<file path="src/rtl/instr_fetch_if.sv">
// Request/response and decode handshake bundle for the instruction fetch stage.
// The master modport is the fetch stage; the slave modport is its memory/decode environment.
interface instr_fetch_if;
    logic        req_valid;
    logic [31:0] req_addr;
    logic        req_ready;
    logic        resp_valid;
    logic [31:0] resp_data;
    logic        instr_valid;
    logic [31:0] instr;
    logic [31:0] instr_pc;
    logic        instr_ready;

    modport master (
        output req_valid, req_addr, instr_valid, instr, instr_pc,
        input  req_ready, resp_valid, resp_data, instr_ready
    );

    modport slave (
        input  req_valid, req_addr, instr_valid, instr, instr_pc,
        output req_ready, resp_valid, resp_data, instr_ready
    );
endinterface

</file>
<file path="src/rtl/instr_fetch.sv">
// Fetch stage: PC, credit-limited memory requests, in-order response FIFO, redirect flush.
// Optional FETCH_STALL_CNT_EN adds a saturating decode-starvation counter on stall_cnt.
module instr_fetch #(
    parameter logic [31:0] RESET_PC    = 32'h0000_0000,
    parameter int          QUEUE_DEPTH = 4
) (
    input  logic        clk,
    input  logic        rst,
    input  logic        fetch_en,
    input  logic        redirect_valid,
    input  logic [31:0] redirect_pc,
    instr_fetch_if.master bus
`ifdef FETCH_STALL_CNT_EN
    ,
    output logic [31:0] stall_cnt
`endif
);
    localparam int CW = $clog2(QUEUE_DEPTH + 1);
    localparam int PW = $clog2(QUEUE_DEPTH);
    localparam logic [CW:0] DEPTH_W = (CW + 1)'(QUEUE_DEPTH);

    typedef enum logic [1:0] {IDLE, FETCH, DRAIN} state_e;

    state_e          state_q, state_d;
    logic [31:0]     pc_q, pc_d;
    logic [31:0]     resp_pc_q, resp_pc_d;
    logic [31:0]     fifo_instr_q [QUEUE_DEPTH];
    logic [31:0]     fifo_pc_q    [QUEUE_DEPTH];
    logic [PW-1:0]   rd_ptr_q, rd_ptr_d, wr_ptr_q, wr_ptr_d;
    logic [CW-1:0]   count_q, count_d;
    logic [CW-1:0]   outstanding_q, outstanding_d;
    logic [CW-1:0]   discard_q, discard_d;
    logic            credit_ok, fire, push, pop;

    // Credit counts queued words plus in-flight requests, so every response has a slot.
    assign credit_ok     = ({1'b0, count_q} + {1'b0, outstanding_q}) < DEPTH_W;
    assign bus.req_valid = (state_q == FETCH) && !redirect_valid && credit_ok;
    assign bus.req_addr  = pc_q;
    assign fire          = bus.req_valid && bus.req_ready;

    assign bus.instr_valid = (count_q != '0);
    assign bus.instr       = bus.instr_valid ? fifo_instr_q[rd_ptr_q] : 32'h0;
    assign bus.instr_pc    = bus.instr_valid ? fifo_pc_q[rd_ptr_q]    : 32'h0;

    always_comb begin
        pc_d          = pc_q;
        resp_pc_d     = resp_pc_q;
        rd_ptr_d      = rd_ptr_q;
        wr_ptr_d      = wr_ptr_q;
        count_d       = count_q;
        discard_d     = discard_q;
        push          = 1'b0;
        pop           = 1'b0;
        outstanding_d = outstanding_q + CW'(fire) - CW'(bus.resp_valid && outstanding_q != '0);

        if (redirect_valid) begin
            // Everything still in flight after this cycle belongs to the old path.
            pc_d      = redirect_pc;
            resp_pc_d = redirect_pc;
            rd_ptr_d  = '0;
            wr_ptr_d  = '0;
            count_d   = '0;
            discard_d = outstanding_d;
        end else begin
            if (fire) begin
                pc_d = pc_q + 32'd4;
            end
            if (bus.resp_valid) begin
                if (discard_q != '0) begin
                    discard_d = discard_q - CW'(1);
                end else begin
                    push      = 1'b1;
                    resp_pc_d = resp_pc_q + 32'd4;
                    wr_ptr_d  = wr_ptr_q + PW'(1);
                end
            end
            pop = bus.instr_valid && bus.instr_ready;
            if (pop) begin
                rd_ptr_d = rd_ptr_q + PW'(1);
            end
            count_d = count_q + CW'(push) - CW'(pop);
        end
    end

    always_comb begin
        state_d = state_q;
        if (redirect_valid) begin
            if (discard_d != '0)  state_d = DRAIN;
            else if (fetch_en)    state_d = FETCH;
            else                  state_d = IDLE;
        end else begin
            case (state_q)
                IDLE:    if (fetch_en && discard_q == '0) state_d = FETCH;
                FETCH:   if (!fetch_en) state_d = IDLE;
                DRAIN:   if (discard_d == '0) state_d = fetch_en ? FETCH : IDLE;
                default: state_d = IDLE;
            endcase
        end
    end

    always_ff @(posedge clk) begin
        if (rst) begin
            state_q       <= IDLE;
            pc_q          <= RESET_PC;
            resp_pc_q     <= RESET_PC;
            rd_ptr_q      <= '0;
            wr_ptr_q      <= '0;
            count_q       <= '0;
            outstanding_q <= '0;
            discard_q     <= '0;
        end else begin
            state_q       <= state_d;
            pc_q          <= pc_d;
            resp_pc_q     <= resp_pc_d;
            rd_ptr_q      <= rd_ptr_d;
            wr_ptr_q      <= wr_ptr_d;
            count_q       <= count_d;
            outstanding_q <= outstanding_d;
            discard_q     <= discard_d;
        end
    end

    // Storage needs no reset; validity is carried entirely by count_q.
    always_ff @(posedge clk) begin
        if (push && !rst) begin
            fifo_instr_q[wr_ptr_q] <= bus.resp_data;
            fifo_pc_q[wr_ptr_q]    <= resp_pc_q;
        end
    end

`ifdef FETCH_STALL_CNT_EN
    logic [31:0] stall_q;

    always_ff @(posedge clk) begin
        if (rst) begin
            stall_q <= 32'h0;
        end else if (bus.instr_ready && !bus.instr_valid && stall_q != 32'hFFFF_FFFF) begin
            stall_q <= stall_q + 32'd1;
        end
    end

    assign stall_cnt = stall_q;
`endif
endmodule

</file>
<file path="src/flat_wrapper.sv">
// flat-port wrapper written by rule: the top's interface ports become plain ports
module instr_fetch_flat 
#(
    parameter logic [31:0] RESET_PC    = 32'h0000_0000,
    parameter int          QUEUE_DEPTH = 4
)
  (clk, rst, fetch_en, redirect_valid, redirect_pc, bus_req_valid, bus_req_addr, bus_instr_valid, bus_instr, bus_instr_pc, bus_req_ready, bus_resp_valid, bus_resp_data, bus_instr_ready);
  instr_fetch_if bus_i ();
  input  logic clk;
  input  logic rst;
  input  logic fetch_en;
  input  logic redirect_valid;
  input  logic [31:0] redirect_pc;
  output wire logic [$bits(bus_i.req_valid)-1:0] bus_req_valid;
  output wire logic [$bits(bus_i.req_addr)-1:0] bus_req_addr;
  output wire logic [$bits(bus_i.instr_valid)-1:0] bus_instr_valid;
  output wire logic [$bits(bus_i.instr)-1:0] bus_instr;
  output wire logic [$bits(bus_i.instr_pc)-1:0] bus_instr_pc;
  input wire logic [$bits(bus_i.req_ready)-1:0] bus_req_ready;
  input wire logic [$bits(bus_i.resp_valid)-1:0] bus_resp_valid;
  input wire logic [$bits(bus_i.resp_data)-1:0] bus_resp_data;
  input wire logic [$bits(bus_i.instr_ready)-1:0] bus_instr_ready;
  assign bus_req_valid = bus_i.req_valid;
  assign bus_req_addr = bus_i.req_addr;
  assign bus_instr_valid = bus_i.instr_valid;
  assign bus_instr = bus_i.instr;
  assign bus_instr_pc = bus_i.instr_pc;
  assign bus_i.req_ready = bus_req_ready;
  assign bus_i.resp_valid = bus_resp_valid;
  assign bus_i.resp_data = bus_resp_data;
  assign bus_i.instr_ready = bus_instr_ready;
  instr_fetch #(.RESET_PC(RESET_PC), .QUEUE_DEPTH(QUEUE_DEPTH)) u_core (.clk(clk), .rst(rst), .fetch_en(fetch_en), .redirect_valid(redirect_valid), .redirect_pc(redirect_pc), .bus(bus_i));
endmodule
</file>
<file path="config.mk">
export PLATFORM = sky130hd
export DESIGN_NAME = instr_fetch_flat
export DESIGN_NICKNAME = d
export VERILOG_FILES = /design/src/rtl/instr_fetch_if.sv /design/src/rtl/instr_fetch.sv /design/src/flat_wrapper.sv
export SDC_FILE = /design/constraint.sdc
export NUM_CORES = 1
export LEC_CHECK = 0
export BUFFER_PORTS_ARGS = -buffer_cell sky130_fd_sc_hd__buf_2
export CAP_MARGIN = 5
export CORE_ASPECT_RATIO = 1.2
export CORE_MARGIN = 4
export CORE_UTILIZATION = 30
export CTS_BUF_LIST = sky130_fd_sc_hd__clkbuf_4 sky130_fd_sc_hd__clkbuf_8
export DETAILED_ROUTE_END_ITERATION = 10
export SYNTH_ARGS = -nofsm -noshare
export SYNTH_HDL_FRONTEND = slang
export SYNTH_SLANG_ARGS = --single-unit
</file>
<file path="constraint.sdc">
create_clock -name clk -period 7 [get_ports clk]
set_input_delay 1.05 -clock clk [delete_from_list [all_inputs] [get_ports clk]]
set_output_delay 1.05 -clock clk [all_outputs]
set_load 0.005 [all_outputs]
</file>
==> metrics <==
GRT overflow=0; htree depth=2; post-place setup slack=2650 ps; final setup violation count=0; WL per Instance=18.5 um; Die Span Y=245 um; layout cells sized above 1=30.3%; crit-path max cell delay=880 ps; CP required=5950 ps; total negative slack=0 ps; Synth area leader=edfxtp_1; floorplan row count=86; initial antenna violation count=2; die area=50200 sq um; Avg Cell Area, Syn=14.9 sq um; Hold-fix buffers, CTS=0; antenna-violating nets left=0; sequential share of the synthesized area=66.6%; postcts setup bufs=0; cell count after synthesis=939; Clock Pin Slew Worst Setup and Hold Paths=60 ps; synth unique cells=57; # clock sinks=337; max-slew violation count=0; EDFF count, synth=256; post_cts resized=0; GRT Util Overall=13.0%; final net count=1210; Die X=205 um; Hold WC Path Type=flop to flop; WP data arrival=3020 ps; Initial Util=30.4%; CTS root buffer=clkbuf_8; MaxCap Viol Count=0; starting DRC count in detailed routing=488; slowest CP cell=dfxtp_4; worst skew pair latency=630 ps; CTS tree=yes; area of the mapped netlist=14000 sq um; DRT Pass-1 Iters=5; CP cell instances=buf_4, mux4_2, and2_1, buf_2; worst slew pin tran=1230 ps; HPWL Detailed=20.4 mm; synthesis warning total=0; DRT Wirelength=33.1 mm; number of global-route vias before repair=8789; post-synth top area share=55.0%; I/O pin count=169; placed cells=1682; post-synth net total=1026; DRC viols=0; status=finished clean; fmax=246 MHz; Seq cells post-synth=337; Synth Flop Type=edfxtp_1; DR vias/cell=4.83; RSZ-0062 raised after global routing=false; largest net degree at the start of global routing=67; CTS Buf Count=55; Non-Filler Instances=1786; clk_skew=33.3 ps; Final period util=58.1%; Slew headroom=17.4%; LEAKAGE=5.83 nW; # port buffers=168; Fin. Hold Viols=0; Max VDD drop=0.000161 V; deepest clock path buffer count=3; r2r startpoint=u_core.count_q[2]; first-pass GRT wire length=50.9 mm; gp weighted congestion=0.815; vias=8618; share of flip-flops with an asynchronous set or reset=0%; CP endpoint kind=primary output; CP Launch Type=flop; Final min period=4070 ps; pwr/cell area=293 nW/um^2; worst setup margin=2930 ps; synth top area cells=edfxtp_1, dfxtp_1, mux4_2; CP max FO=38; hold_ws=455 ps; Layout Utilization=36.3%; hold_sp=u_core.bus.req_addr[1]; synthesis-to-layout area growth=19.4%; Core ar.=46100 sq um; critical path type=flop to primary output
## sequential cells by signal (all words and copies together) (netlist names), named ones only
register,count
u_core.fifo_instr_q,128
u_core.fifo_pc_q,128
u_core.bus.req_addr,32
u_core.resp_pc_q,32
u_core.count_q,3
u_core.discard_q,3
u_core.outstanding_q,3
u_core.rd_ptr_q,2
u_core.state_q,2
u_core.wr_ptr_q,2
## area by class of cell
class                           count  area (sq um)
Antenna cell                        2          5.00
Clock buffer                       82           978
Clock inverter                     20           235
Fill cell                        4485         29400
Inverter                           30           118
Multi-Input combinational cell    522          4370
Sequential cell                   337          9310
Tap cell                          616           771
Timing Repair Buffer              177           908
## worst max-delay path, delay by kind of cell, from the launching register on
| family | cells | cell delay [ps] |
|---|---|---|
| flops | 1 | 880 |
| buf+inv | 2 | 720 |
| mux | 1 | 580 |
| simple gates | 1 | 170 |
## final timing paths
kind,slack [ps],depth (start not counted),endpoint
max,2930,4,bus_instr[5]
min,450,2,u_core.bus.req_addr[1]
max reg2reg,3600,11,u_core.state_q[0]
min reg2reg,450,2,u_core.bus.req_addr[1]
## power by group
group / switching (mW) / internal, mW / leakage [nW]
registers: 0.0853 / 2.24 / 3.00
clock network: 0.774 / 1.08 / 0.643
logic: 0.381 / 0.322 / 2.19
## placed cells by master, fill, tap and decap left out, types with 10 or more instances in the layout
cell,instances
mux4_2,64
and2_1,67
nand3_1,15
xor2_1,25
clkbuf_4,24
or3_1,10
ha_1,14
nand2_1,52
a211oi_1,16
inv_1,27
edfxtp_1,256
xnor2_1,18
a21oi_1,32
a31oi_1,20
nor2_1,53
nand4_1,29
buf_2,168
dfxtp_1,79
clkbuf_8,58
## through the flow
stage / instance area, sq um / total power, mW
after CTS: 16700 / 4.98
final: 16700 / 4.89
after detailed placement: 15500 / 3.09
after floorplan: 14000 / 2.77
after global placement: 15500 / 3.08
after global routing: 16700 / 5.15
## cells by family after synthesis
group | after synthesis | synth area share [%]
and+or+nand+nor | 281 | 10.9
DFF | 337 | 66.6
AOI/OAI and AO/OA | 113 | 5.30
buffers and inverters | 80 | 2.31
xor gates and xnor gates | 43 | 2.69
muxes | 69 | 10.7
adders and majority gates | 16 | 1.54
## cell usage after synthesis (all sizes together), types with 2 or more instances
cell / count
o311ai: 3
or4: 5
o211ai: 5
mux2i: 3
mux2: 2
and2: 71
a21oi: 32
a31oi: 20
nand2b: 2
nand2: 52
buf: 13
inv: 29
a21boi: 9
and4: 6
nand4: 30
a41oi: 2
nor4: 9
o21bai: 2
ha: 14
edfxtp: 256
nand3: 15
xor2: 25
dfxtp: 81
nor3: 8
mux4: 64
or3: 12
nor2: 53
nor2b: 2
o21ai: 8
fa: 2
xnor2: 18
o21a: 3
and3: 8
a22oi: 3
clkbuf: 37
nand3b: 3
a211oi: 16
a311oi: 2
## routing by layer
metal  routed length (um)  vias up  track usage, %
met3                 2170       61            2.77
met2                15900      304            21.5
li1                     -     3983               -
met5                    0        -               0
met4                  773        0            4.34
met1                14200     4270            17.1
Note: power is estimated with default switching activity, not from simulation.
